===== src/rtl/osc_phase_detector_pkg.sv =====
// ============================================================================
//  Module   : osc_phase_detector_pkg
//  Brief    : Shared constants and state encoding for the oscillator phase detector
//  Revision : 1.0
// ============================================================================
`default_nettype none

package osc_phase_detector_pkg;

    localparam int c_N_PHASE = 16;
    localparam int c_PHASE_W = $clog2(c_N_PHASE);
    localparam int c_PHI_W   = 16;

    typedef enum logic [1:0] {
        ST_IDLE   = 2'd0,
        ST_TRACK  = 2'd1,
        ST_LOCKED = 2'd2
    } state_t;

endpackage

`default_nettype wire


===== src/rtl/osc_phase_detector_if.sv =====
// ============================================================================
//  Module   : osc_phase_detector_if
//  Brief    : Tick/waveform inputs and decoded phase/status outputs
//  Revision : 1.0
// ============================================================================
`default_nettype none

interface osc_phase_detector_if;
    import osc_phase_detector_pkg::*;

    logic               slow_tick;
    logic               nin;
    logic [c_PHI_W-1:0] phi_in;
    logic               phase_valid;
    logic               locked;
    logic               period_err;
    logic               lost;

    modport master (
        output slow_tick, nin,
        input  phi_in, phase_valid, locked, period_err, lost
    );

    modport slave (
        input  slow_tick, nin,
        output phi_in, phase_valid, locked, period_err, lost
    );

endinterface

`default_nettype wire


===== src/rtl/osc_phase_detector_nin_sync.sv =====
// ============================================================================
//  Module   : osc_phase_detector_nin_sync
//  Brief    : Multi-flop synchronizer bringing the asynchronous nin into clk
//  Revision : 1.0
// ============================================================================
`default_nettype none

module osc_phase_detector_nin_sync #(
    parameter int SYNC_STAGES = 2
) (
    input  logic clk,
    input  logic rst_n,
    input  logic i_d,
    output logic o_q
);

    logic [SYNC_STAGES-1:0] r_sync;

    always_ff @(posedge clk or negedge rst_n) begin
        if (!rst_n) begin
            r_sync <= '0;
        end else begin
            r_sync[0] <= i_d;
            for (int i = 1; i < SYNC_STAGES; i++) begin
                r_sync[i] <= r_sync[i-1];
            end
        end
    end

    assign o_q = r_sync[SYNC_STAGES-1];

endmodule

`default_nettype wire


===== src/rtl/osc_phase_detector.sv =====
// ============================================================================
//  Module   : osc_phase_detector
//  Brief    : Decodes the phase of a slow oscillator against a free-running
//             tick counter and tracks lock to a stable phase
//  Revision : 1.0
// ============================================================================
`default_nettype none

module osc_phase_detector
    import osc_phase_detector_pkg::*;
#(
    parameter int N_PHASE     = c_N_PHASE,
    parameter int SYNC_STAGES = 2,
    parameter int LOCK_COUNT  = 3
) (
    input  logic                 clk,
    input  logic                 rst_n,
    osc_phase_detector_if.slave  bus
);

    localparam int c_PW = $clog2(N_PHASE);
    localparam int c_CW = $clog2(2*N_PHASE + 1);
    localparam int c_MW = $clog2(LOCK_COUNT + 1);

    localparam logic [c_CW-1:0] c_PERIOD_NOM = c_CW'(N_PHASE);
    localparam logic [c_CW-1:0] c_PERIOD_MAX = c_CW'(2*N_PHASE);
    localparam logic [c_CW-1:0] c_HIGH_LO    = c_CW'(N_PHASE/2 - 1);
    localparam logic [c_CW-1:0] c_HIGH_HI    = c_CW'(N_PHASE/2 + 1);
    localparam logic [c_MW-1:0] c_MATCH_MAX  = c_MW'(LOCK_COUNT);

    logic               w_s;
    logic               r_p;
    logic [c_PW-1:0]    r_ref;
    logic [c_CW-1:0]    r_period;
    logic [c_CW-1:0]    r_high;
    logic [c_PW-1:0]    r_last;
    logic [c_MW-1:0]    r_match;
    state_t             r_state;
    logic [c_PHI_W-1:0] r_phi;
    logic               r_valid;
    logic               r_locked;
    logic               r_err;
    logic               r_lost;

    logic               w_rise;
    logic               w_period_ok;
    logic               w_timeout;
    logic               w_same;
    logic [c_MW-1:0]    w_match_inc;
    state_t             w_state_nxt;
    logic [c_MW-1:0]    w_match_nxt;
    logic [c_PW-1:0]    w_last_nxt;
    logic [c_PHI_W-1:0] w_phi_nxt;
    logic               w_valid_nxt;
    logic               w_err_nxt;
    logic               w_lost_nxt;

    osc_phase_detector_nin_sync #(
        .SYNC_STAGES (SYNC_STAGES)
    ) u_nin_sync (
        .clk   (clk),
        .rst_n (rst_n),
        .i_d   (bus.nin),
        .o_q   (w_s)
    );

    // Everything below advances only on ticks; nin activity between ticks is invisible.
    assign w_rise      = bus.slow_tick & w_s & ~r_p;
    assign w_period_ok = (r_period == c_PERIOD_NOM) &&
                         (r_high >= c_HIGH_LO) && (r_high <= c_HIGH_HI);
    assign w_timeout   = bus.slow_tick && !w_rise && (r_state != ST_IDLE) &&
                         (r_period == c_PERIOD_MAX - 1'b1);
    assign w_same      = (r_ref == r_last);
    assign w_match_inc = (r_match == c_MATCH_MAX) ? r_match : r_match + 1'b1;

    always_comb begin
        w_state_nxt = r_state;
        w_match_nxt = r_match;
        w_last_nxt  = r_last;
        w_phi_nxt   = r_phi;
        w_valid_nxt = 1'b0;
        w_err_nxt   = 1'b0;
        w_lost_nxt  = 1'b0;

        if (w_rise) begin
            w_last_nxt = r_ref;
            if (r_state == ST_IDLE) begin
                w_state_nxt = ST_TRACK;
                w_match_nxt = '0;
            end else if (w_period_ok) begin
                w_phi_nxt   = {{(c_PHI_W-c_PW){1'b0}}, r_ref};
                w_valid_nxt = 1'b1;
                w_match_nxt = w_same ? w_match_inc : c_MW'(1);
                if ((r_state == ST_TRACK) && (w_match_nxt == c_MATCH_MAX)) begin
                    w_state_nxt = ST_LOCKED;
                end else if ((r_state == ST_LOCKED) && !w_same) begin
                    w_state_nxt = ST_TRACK;
                end
            end else begin
                w_err_nxt   = 1'b1;
                w_match_nxt = '0;
                w_state_nxt = ST_TRACK;
            end
        end else if (w_timeout) begin
            w_state_nxt = ST_IDLE;
            w_lost_nxt  = 1'b1;
            w_match_nxt = '0;
        end
    end

    always_ff @(posedge clk or negedge rst_n) begin
        if (!rst_n) begin
            r_state <= ST_IDLE;
        end else begin
            r_state <= w_state_nxt;
        end
    end

    always_ff @(posedge clk or negedge rst_n) begin
        if (!rst_n) begin
            r_p      <= 1'b0;
            r_ref    <= '0;
            r_period <= '0;
            r_high   <= '0;
            r_last   <= '0;
            r_match  <= '0;
            r_phi    <= '0;
            r_valid  <= 1'b0;
            r_locked <= 1'b0;
            r_err    <= 1'b0;
            r_lost   <= 1'b0;
        end else begin
            r_last   <= w_last_nxt;
            r_match  <= w_match_nxt;
            r_phi    <= w_phi_nxt;
            r_valid  <= w_valid_nxt;
            r_locked <= (w_state_nxt == ST_LOCKED);
            r_err    <= w_err_nxt;
            r_lost   <= w_lost_nxt;
            if (bus.slow_tick) begin
                r_p   <= w_s;
                r_ref <= r_ref + 1'b1;
                if (w_rise) begin
                    r_period <= c_CW'(1);
                    r_high   <= c_CW'(1);
                end else begin
                    if (r_period != c_PERIOD_MAX) r_period <= r_period + 1'b1;
                    if (w_s && (r_high != c_PERIOD_MAX)) r_high <= r_high + 1'b1;
                end
            end
        end
    end

    assign bus.phi_in      = r_phi;
    assign bus.phase_valid = r_valid;
    assign bus.locked      = r_locked;
    assign bus.period_err  = r_err;
    assign bus.lost        = r_lost;

endmodule

`default_nettype wire


===== src/flat_wrapper.sv =====
// flat-port wrapper written by rule: the top's interface ports become plain ports
module osc_phase_detector_flat import osc_phase_detector_pkg::*;
#(
    parameter int N_PHASE     = c_N_PHASE,
    parameter int SYNC_STAGES = 2,
    parameter int LOCK_COUNT  = 3
)
  (clk, rst_n, bus_slow_tick, bus_nin, bus_phi_in, bus_phase_valid, bus_locked, bus_period_err, bus_lost);
  osc_phase_detector_if bus_i ();
  input  logic clk;
  input  logic rst_n;
  input wire logic [$bits(bus_i.slow_tick)-1:0] bus_slow_tick;
  input wire logic [$bits(bus_i.nin)-1:0] bus_nin;
  output wire logic [$bits(bus_i.phi_in)-1:0] bus_phi_in;
  output wire logic [$bits(bus_i.phase_valid)-1:0] bus_phase_valid;
  output wire logic [$bits(bus_i.locked)-1:0] bus_locked;
  output wire logic [$bits(bus_i.period_err)-1:0] bus_period_err;
  output wire logic [$bits(bus_i.lost)-1:0] bus_lost;
  assign bus_i.slow_tick = bus_slow_tick;
  assign bus_i.nin = bus_nin;
  assign bus_phi_in = bus_i.phi_in;
  assign bus_phase_valid = bus_i.phase_valid;
  assign bus_locked = bus_i.locked;
  assign bus_period_err = bus_i.period_err;
  assign bus_lost = bus_i.lost;
  osc_phase_detector #(.N_PHASE(N_PHASE), .SYNC_STAGES(SYNC_STAGES), .LOCK_COUNT(LOCK_COUNT)) u_core (.clk(clk), .rst_n(rst_n), .bus(bus_i));
endmodule

===== config.mk =====
export PLATFORM = sky130hd
export DESIGN_NAME = osc_phase_detector_flat
export DESIGN_NICKNAME = d
export VERILOG_FILES = /design/src/rtl/osc_phase_detector_pkg.sv /design/src/rtl/osc_phase_detector_if.sv /design/src/rtl/osc_phase_detector_nin_sync.sv /design/src/rtl/osc_phase_detector.sv /design/src/flat_wrapper.sv
export SDC_FILE = /design/constraint.sdc
export NUM_CORES = 1
export LEC_CHECK = 0
export BUFFER_PORTS_ARGS = -buffer_cell sky130_fd_sc_hd__buf_2
export CAP_MARGIN = 10
export CORE_MARGIN = 1.5
export CORE_UTILIZATION = 50
export CTS_CLUSTER_DIAMETER = 100
export CTS_CLUSTER_SIZE = 28
export DETAILED_ROUTE_END_ITERATION = 10
export PLACE_DENSITY_LB_ADDON = 0.1
export SETUP_SLACK_MARGIN = 0.05
export SYNTH_ARGS = -nofsm -noshare
export SYNTH_HDL_FRONTEND = slang
export SYNTH_SLANG_ARGS = --single-unit
export TNS_END_PERCENT = 30

===== constraint.sdc =====
create_clock -name clk -period 3.25 [get_ports clk]
set_input_delay 0.1625 -clock clk [delete_from_list [all_inputs] [get_ports clk]]
set_output_delay 0.1625 -clock clk [all_outputs]
set_load 0.02 [all_outputs]

==> flow_summary.json, run 1 <==
{
  "ctsRootBufferMaster": "clkbuf_4",
  "path_max_fanout": 8,
  "core_um2": 3390,
  "start_util": 0.533,
  "layout.nets": 198,
  "cts_tree": "done",
  "cts.htree.levels": 2,
  "path_class": "reg2reg",
  "power_mw": 1.12,
  "grt_max_degree": 36,
  "gp_congestion": 0.821,
  "synthSimpleGateAreaFrac": 0.218,
  "seq_area_frac_synth": 0.484,
  "ys_types": 39,
  "cp.required_ns": 3.49,
  "internal-power_uw": 752,
  "muxShareOfSynthArea": 0.0505,
  "min-delay-path-class": "in2reg",
  "synthCells": 171,
  "final.setup.worst_slack_ns": 1.58,
  "tns_ns": 0,
  "syn_area_per_cell_um2": 10.6,
  "cts_setup_buffers": 0,
  "finalHoldViolCount": 0,
  "yosysWarnings": 0,
  "grt_usage": 0.167,
  "yosys.area.top_type": "dfrtp_1",
  "numCtsBuffers": 5,
  "seqPwrFrac": 0.548,
  "postRouteAntennaNets": 0,
  "finClkSkew_ns": 0.00777,
  "synth_xor_xnor_area_share": 0.0533,
  "hold_slack_ns": 0.191,
  "synth_top_area_frac": 0.484,
  "insertion_delay_ns": 0.35,
  "n_antenna_cell": 0,
  "end_kind": "register",
  "synth_top_family_by_area": "simple AND/OR/NAND/NOR gates",
  "cp-start-kind": "register",
  "outcome": "finished clean",
  "grt_overflow": 0,
  "peakVddDrop_v": 0.000350,
  "power.switching_uw": 371,
  "clockBufferDepth": 2,
  "routedWlPerCell_um": 12.3,
  "die_h_um": 63.1,
  "synth_adder_area_share": 0.0415,
  "area_growth_pct": 7.75,
  "drive_above_1_share": 0.190,
  "die_x_um": 63.1,
  "cts_sinks": 35,
  "post-place-ws_ns": 1.60,
  "yosys-top-cells-area": "dfrtp_1, buf_4, nand2_1",
  "synth-seq-cells": 35,
  "portBuffers": 11,
  "power-per-cell-area_nw_per_um2": 576,
  "timing.slew.headroom": 0.495,
  "synth_compound_area_frac": 0.0747,
  "worst_ep_arrival_time_ns": 1.91,
  "maxSlewViolCount": 0,
  "io-pin-count": 24,
  "routed-via-count": 1173,
  "grt_pass1_vias": 1087,
  "cap_viol_max_count": 0,
  "p_leak_nw": 0.960,
  "dr.pass1.iters": 4,
  "async_flop_share": 1.00,
  "ys.flop_type": "dfrtp_1",
  "fin_crit_sh": 0.514,
  "rsz0062_at_grt": "no",
  "final_cells": 235,
  "syn_area_um2": 1810,
  "switching_share": 0.331,
  "p_comb_frac": 0.212,
  "fin_crit_ns": 1.67,
  "clk_pin_slew_ns": 0.10,
  "place_inst": 225,
  "grt_pass1_wl_um": 5090,
  "setup_viol": 0,
  "wirelength_um": 2890,
  "synth_edf_count": 0,
  "drt_iter0_drc": 81,
  "antenna_found_initial": 0,
  "fmax_mhz": 599,
  "dp_hpwl_um": 2090,
  "die-area_um2": 3990,
  "clock_power_share": 0.240,
  "fp-row-count": 21,
  "drcViolationCount": 0,
  "cts_resized": 0,
  "vias_per_cell": 4.99,
  "worstMarginPinSlew_ns": 0.758
}
[area by class of cell]
cell class	instances	area, µm²
Tap cell	46	57.6
Clock buffer	8	68.8
Fill cell	291	1440
Timing Repair Buffer	13	75.1
Sequential cell	35	876
Inverter	9	33.8
Multi-Input combinational cell	124	837
[critical path: stages (launching register included)]
cell	delay [ns]
dfrtp_1	0.42
inv_1	0.10
ha_1	0.18
nor2_1	0.08
o31ai_4	0.23
nand4_4	0.22
mux2_4	0.35
[cell usage after synthesis, drive strengths merged (2+ instances only)]
library cell  count
nor3              3
nor2             16
xor2              4
or3               3
inv               9
buf              14
and3              2
nand3b            2
a21oi             8
ha                6
nand4             5
o21ai             7
nand2            23
mux2              5
dfrtp            35
nand3             6
xnor2             7
mux2i             2
[per-stage QoR]
stage	cell area, µm²	util
after floorplan	1850	-
after global placement	1860	0.549
after global routing	1950	0.575
after detailed placement	1860	0.549
final	1950	0.575
after CTS	1950	0.575
[cells in the final DEF, fill, tap and decap left out, drive strengths merged, types with 2 or more instances in the layout]
| cell type | synthesis | routed |
|---|---|---|
| a21oi | 8 | 8 |
| and3 | 2 | 2 |
| buf | 14 | 11 |
| clkbuf | 0 | 8 |
| conb | 1 | 12 |
| dfrtp | 35 | 35 |
| dlygate4sd3 | 0 | 2 |
| ha | 6 | 6 |
| inv | 9 | 9 |
| mux2 | 5 | 5 |
| mux2i | 2 | 2 |
| nand2 | 23 | 23 |
| nand3 | 6 | 6 |
| nand3b | 2 | 2 |
| nand4 | 5 | 5 |
| nor2 | 16 | 16 |
| nor3 | 3 | 3 |
| o21ai | 7 | 7 |
| or3 | 3 | 3 |
| xnor2 | 7 | 7 |
| xor2 | 4 | 4 |
[registers in the layout, indices dropped and copies added (netlist names), 2 cells and up]
signal	cells
u_core.u_nin_sync.r_sync	2
u_core.r_match	2
u_core.r_high	6
u_core.bus.phi_in	4
u_core.r_ref	4
u_core.r_last	4
u_core.r_period	6
u_core.r_state	2
[layer usage]
| metal | up-vias | global-route usage | wire length [µm] |
|---|---|---|---|
| met5 | - | 0 | 0 |
| met4 | 0 | 0.0750 | 49 |
| met3 | 6 | 0.0429 | 114 |
| met2 | 28 | 0.241 | 1230 |
| met1 | 548 | 0.238 | 1500 |
| li1 | 591 | - | - |
[power groups by stage]
stage	logic, mW	registers [mW]	clock network, mW
after floorplan	0.207	0.599	0
after global placement	0.233	0.623	0
after detailed placement	0.239	0.622	0
final	0.238	0.615	0.269
after CTS	0.242	0.614	0.277
after global routing	0.275	0.629	0.294
[path summary, 6_finish.rpt]
kind	start	endpoint	slack, ns	depth (start not counted)
setup reg to reg	u_core.r_high[1]	u_core.bus.phi_in[1]	1.58	6
hold / removal	bus_slow_tick	u_core.r_ref[0]	0.19	2
max in group asynchronous	rst_n	u_core.r_period[0]	2.35	2
min in group asynchronous	rst_n	u_core.r_high[1]	0.42	2
hold reg to reg	u_core.u_nin_sync.r_sync[0]	u_core.u_nin_sync.r_sync[1]	0.36	0
setup / recovery	u_core.r_high[1]	u_core.bus.phi_in[1]	1.58	6
[what timing repair did]
item	4_1_cts	5_1_grt
hold buffers	2	0
endpoints found under the setup margin	0	0
hold endpoints to repair	36	0
[cells by family after synthesis]
| kind of cell | after synthesis |
|---|---|
| AO/OA/AOI/OAI | 19 |
| XOR/XNOR | 11 |
| adder cells (fa/ha/maj) | 6 |
| buffers and inverters | 23 |
| flip-flops | 35 |
| multiplexers | 7 |
| other | 1 |
| AND/OR/NAND/NOR | 69 |
No activity file was read; power rests on OpenSTA's default activity.
==> run 2, diff against run 1 <==
ABC_AREA = 1   (was unset)
clock period = 1.55 ns   (was 3.25 ns; I/O delays follow)
==> flow_summary.json, run 2 <==
{
  "outcome": "finished clean",
  "clk_pin_slew_ns": 0.07,
  "end_kind": "register",
  "grt_pass1_vias": 1352,
  "yosys-top-cells-area": "dfrtp_1, nand2_1, inv_1",
  "clockBufferDepth": 2,
  "async_flop_share": 1.00,
  "syn_area_per_cell_um2": 8.36,
  "peakVddDrop_v": 0.00110,
  "syn_area_um2": 1970,
  "insertion_delay_ns": 0.29,
  "gp_congestion": 0.833,
  "fp-row-count": 22,
  "grt_pass1_wl_um": 5910,
  "seq_area_frac_synth": 0.446,
  "numCtsBuffers": 5,
  "yosysWarnings": 0,
  "vias_per_cell": 4.74,
  "cp-start-kind": "register",
  "synthCells": 235,
  "nFillCells": 355,
  "core_um2": 3720,
  "rsz0062_at_grt": "yes",
  "n_antenna_cell": 0,
  "cap_viol_max_count": 0,
  "hold_slack_ns": 0.160,
  "dp_hpwl_um": 2390,
  "grt_overflow": 0,
  "synth_top_area_frac": 0.446,
  "cts_sinks": 35,
  "die_x_um": 65.7,
  "synth_top_family_by_area": "simple AND/OR/NAND/NOR gates",
  "drcViolationCount": 0,
  "synth_edf_count": 0,
  "ys.flop_type": "dfrtp_1",
  "power-per-cell-area_nw_per_um2": 1260,
  "wirelength_um": 3550,
  "drive_above_1_share": 0.263,
  "maxSlewViolCount": 0,
  "finClkSkew_ns": 0.00627,
  "yosysMostFrequentCell": "nand2_1",
  "mostFrequentLayoutCells": "nand2_1, dfrtp_1, inv_1, o21ai_0, nor2_1",
  "fin_crit_ns": 1.49,
  "fmax_mhz": 671,
  "layout_commonest_cell": "nand2_1",
  "reg_top3": "u_core.r_high (6), u_core.r_period (6)",
  "fin_crit_sh": 0.962,
  "start_util": 0.529,
  "ctsRootBufferMaster": "clkbuf_8",
  "final.setup.worst_slack_ns": 0.0593,
  "synth_adder_area_share": 0.0382,
  "synth-seq-cells": 35,
  "synthTopCellsByCount": "nand2_1, dfrtp_1, inv_1",
  "routedWlPerCell_um": 11.4,
  "cts.htree.levels": 2,
  "finalHoldViolCount": 0,
  "portBuffers": 11,
  "ys_types": 32,
  "die-area_um2": 4320,
  "postRouteAntennaNets": 0,
  "synth_xor_xnor_area_share": 0.0223,
  "dr.pass1.iters": 4,
  "post-place-ws_ns": 0.0450,
  "area_growth_pct": 18.0,
  "antenna_found_initial": 0,
  "routed-via-count": 1468,
  "layout.nets": 271,
  "setup_viol": 0,
  "cts_tree": "done",
  "io-pin-count": 24,
  "path_class": "reg2reg",
  "synth_compound_area_frac": 0.0948,
  "synthSimpleGateAreaFrac": 0.253,
  "cp.required_ns": 1.74,
  "worst_ep_arrival_time_ns": 1.68,
  "grt_usage": 0.182,
  "path_max_fanout": 5,
  "power_mw": 2.92,
  "muxShareOfSynthArea": 0,
  "p_leak_nw": 1.17,
  "die_h_um": 65.7,
  "min-delay-path-class": "in2reg",
  "grt_max_degree": 36,
  "yosys.area.top_type": "dfrtp_1",
  "drt_iter0_drc": 65
}
-- run 2: cell count changes after synthesis, sizes merged, moves of 3 or more --
cell    change
inv        +26
nor2       +12
o21ai      +18
clkbuf      +3
or3         -3
xnor2       -5
mux2        -5
nand2      +33
nand3       +3
-- run 2: path summary, 6_finish.rpt --
path / startpoint / end / slack, ns / cells after the start
min: bus_slow_tick / u_core.r_ref[0] / 0.16 / 2
min reg2reg: u_core.u_nin_sync.r_sync[0] / u_core.u_nin_sync.r_sync[1] / 0.35 / 0
max in group asynchronous: rst_n / u_core.r_period[2] / 1.09 / 3
max: u_core.r_period[0] / u_core.bus.phi_in[3] / 0.06 / 10
min in group asynchronous: rst_n / u_core.bus.locked / 0.29 / 3
max reg2reg: u_core.r_period[0] / u_core.bus.phi_in[3] / 0.06 / 10
-- run 2: where the power goes --
part           total, mW  switching, mW  internal, mW
Combinational      0.970          0.561         0.410
Sequential          1.30          0.208          1.10
Clock              0.642          0.328         0.314
Total               2.92           1.10          1.82
-- run 2: worst max-delay path, stage by stage, from the launching register on --
cell       delay (ns)
dfrtp_1          0.39
inv_2            0.09
ha_4             0.14
nand2_4          0.05
nor2_4           0.12
inv_1            0.06
nor2_2           0.12
nand4_4          0.14
clkbuf_16        0.20
nand2_1          0.05
nand2_1          0.05
-- run 2: cells by family after synthesis --
family          after synthesis
simple gates                100
xor+xnor                      5
compound gates               34
fa+ha+maj                     6
buf+inv                      54
flops                        35
other cells                   1
-- run 2: what timing repair did --
| action | CTS | global route |
|---|---|---|
| setup buffers | 1 | 5 |
| setup endpoints to repair | 1 | 17 |
| pin swaps | 0 | 11 |
| hold buffers | 2 | 0 |
| cloned | 0 | 1 |
| hold endpoints to repair | 36 | 0 |
| gates resized for setup | 0 | 26 |
-- run 2: area by class of cell --
class / count / area [µm²] / area share
tap: 48 / 60.1 / 0.0259
timing repair buffer: 25 / 211 / 0.0912
clock buffer: 6 / 72.6 / 0.0313
sequential: 35 / 876 / 0.378
clock inverter: 2 / 12.5 / 0.00540
inverter: 37 / 148 / 0.0637
multi-input combinational: 157 / 938 / 0.405
-- run 2: per-stage QoR --
stage               std cells  cell area, µm²  TNS, ns  utilization
floorplan                 246            2010        0            -
global placement          293            2050        0        0.551
detailed placement        293            2050        0        0.551
CTS                       304            2160        0        0.581
global route              310            2320  -0.0476        0.624
finish                    310            2320        0        0.624
-- run 2: routing by layer --
layer	vias to the layer above	part of all wire	track usage
met4	0	0.023	0.112
li1	759	-	-
met2	33	0.45	0.269
met5	-	0	0
met1	669	0.49	0.242
met3	7	0.038	0.0394
==> run 3, diff against run 2 <==
REMOVE_ABC_BUFFERS = 1   (was unset)
==> flow_summary.json, run 3 (synthesis results as in run 2) <==
{
  "outcome": "finished clean",
  "grt_pass1_vias": 1273,
  "end_kind": "register",
  "n_antenna_cell": 0,
  "grt_max_degree": 36,
  "dr.pass1.iters": 4,
  "insertion_delay_ns": 0.29,
  "power-per-cell-area_nw_per_um2": 1260,
  "cts_tree": "done",
  "dp_hpwl_um": 2340,
  "start_util": 0.529,
  "cap_viol_max_count": 0,
  "vias_per_cell": 4.49,
  "p_comb_frac": 0.310,
  "numCtsBuffers": 5,
  "layout.nets": 269,
  "internal-power_mw": 1.77,
  "fin_crit_ns": 1.47,
  "finalHoldViolCount": 0,
  "min-delay-path-class": "in2reg",
  "cts_sinks": 35,
  "routed-via-count": 1382,
  "rsz0062_at_grt": "yes",
  "post-place-ws_ns": 0.0340,
  "hold_slack_ns": 0.141,
  "rrSetupSlack_ns": 0.08,
  "drcViolationCount": 0,
  "postRouteAntennaNets": 0,
  "power_mw": 2.82,
  "maxSlewViolCount": 0,
  "mostFrequentLayoutCells": "nand2_1, dfrtp_1, inv_1, nor2_1, o21ai_0",
  "core_um2": 3720,
  "power.switching_mw": 1.05,
  "die_h_um": 65.7,
  "die-area_um2": 4320,
  "io-pin-count": 24,
  "clock_power_share": 0.229,
  "worst_ep_arrival_time_ns": 1.65,
  "tns_ns": 0,
  "fin_crit_sh": 0.948,
  "antenna_found_initial": 0,
  "switching_share": 0.373,
  "clockBufferDepth": 2,
  "wirelength_um": 3270,
  "routedWlPerCell_um": 10.6,
  "drive_above_1_share": 0.258,
  "grt_overflow": 0,
  "ctsRootBufferMaster": "clkbuf_8",
  "multi_input_area_um2": 911,
  "cts.htree.levels": 2,
  "peakVddDrop_v": 0.000738,
  "fp-row-count": 22,
  "cp.required_ns": 1.73,
  "fmax_mhz": 681,
  "clk_pin_slew_ns": 0.07,
  "path_max_fanout": 6,
  "drt_iter0_drc": 85,
  "gp_congestion": 0.822,
  "reg_top3": "u_core.r_high (6), u_core.r_period (6)",
  "area_growth_pct": 14.1,
  "layout_commonest_cell": "nand2_1",
  "finClkSkew_ns": 0.00561,
  "final_util": 0.603,
  "cp-start-kind": "register",
  "final.setup.worst_slack_ns": 0.0809,
  "regArea_um2": 877,
  "path_class": "reg2reg",
  "die_x_um": 65.7,
  "setup_viol": 0,
  "seqPwrFrac": 0.461,
  "p_leak_nw": 1.14,
  "nFillCells": 341,
  "grt_pass1_wl_um": 5540,
  "grt_usage": 0.172,
  "portBuffers": 11
}
[run 3: cell types whose count changed in the layout (fill, tap and decap cells not counted), sizes merged]
cell | before | now
buf | 22 | 21
clkbuf | 7 | 6
[run 3: worst paths after layout]
kind | startpoint | cells after the start | to
min in group asynchronous | rst_n | 3 | u_core.bus.lost
worst max register to register | u_core.r_period[1] | 10 | u_core.bus.phi_in[2]
worst min register to register | u_core.u_nin_sync.r_sync[0] | 0 | u_core.u_nin_sync.r_sync[1]
max in group asynchronous | rst_n | 3 | u_core.r_high[0]
worst max-delay path | u_core.r_period[1] | 10 | u_core.bus.phi_in[2]
worst min-delay path | bus_slow_tick | 2 | u_core.r_ref[0]
[run 3: final cells by class]
type | instances | share of cell area
repair buffers | 23 | 0.0720
multi-input cells | 157 | 0.406
clock inverters | 2 | 0.00558
clock buffers | 6 | 0.0324
flip-flops and latches | 35 | 0.391
well taps | 48 | 0.0268
inverters | 37 | 0.0658
[run 3: metrics by stage]
step                      area [µm²]  std cells
after floorplan                 1870        229
final                           2240        308
after detailed placement        2030        294
after CTS                       2150        305
after global placement          2030        294
after global routing            2240        308
[run 3: layer usage]
layer	global-route usage	routed length (µm)	part of all wire	vias up
met5	0	0	0	-
met4	0.0781	54	0.017	0
met3	0.0514	115	0.035	5
met2	0.254	1400	0.43	22
met1	0.232	1700	0.52	597
li1	-	-	-	758
[run 3: repair_timing]
| action | in CTS | in global routing |
|---|---|---|
| resized for setup | 4 | 23 |
| endpoints found under the setup margin | 7 | 18 |
| hold buffers | 2 | 0 |
| hold endpoints to repair | 36 | 0 |
| pin swaps | 0 | 11 |
| setup buffers | 1 | 3 |
[run 3: worst max-delay path, cell delays in order (launching register included)]
cell     delay [ns]
dfrtp_1        0.41
inv_2          0.09
ha_4           0.14
nand2_4        0.04
nor2_4         0.11
inv_1          0.05
nor2_2         0.13
nand4_4        0.12
buf_6          0.16
nand2_1        0.06
o21ai_2        0.05
[run 3: power groups by stage]
stage                     clock [mW]  sequential, mW  combinational (mW)
after floorplan                    0            1.27               0.598
after global placement             0            1.31               0.755
after detailed placement           0            1.31               0.766
after CTS                      0.669            1.29               0.781
after global routing           0.700            1.34               0.994
final                          0.647            1.30               0.875
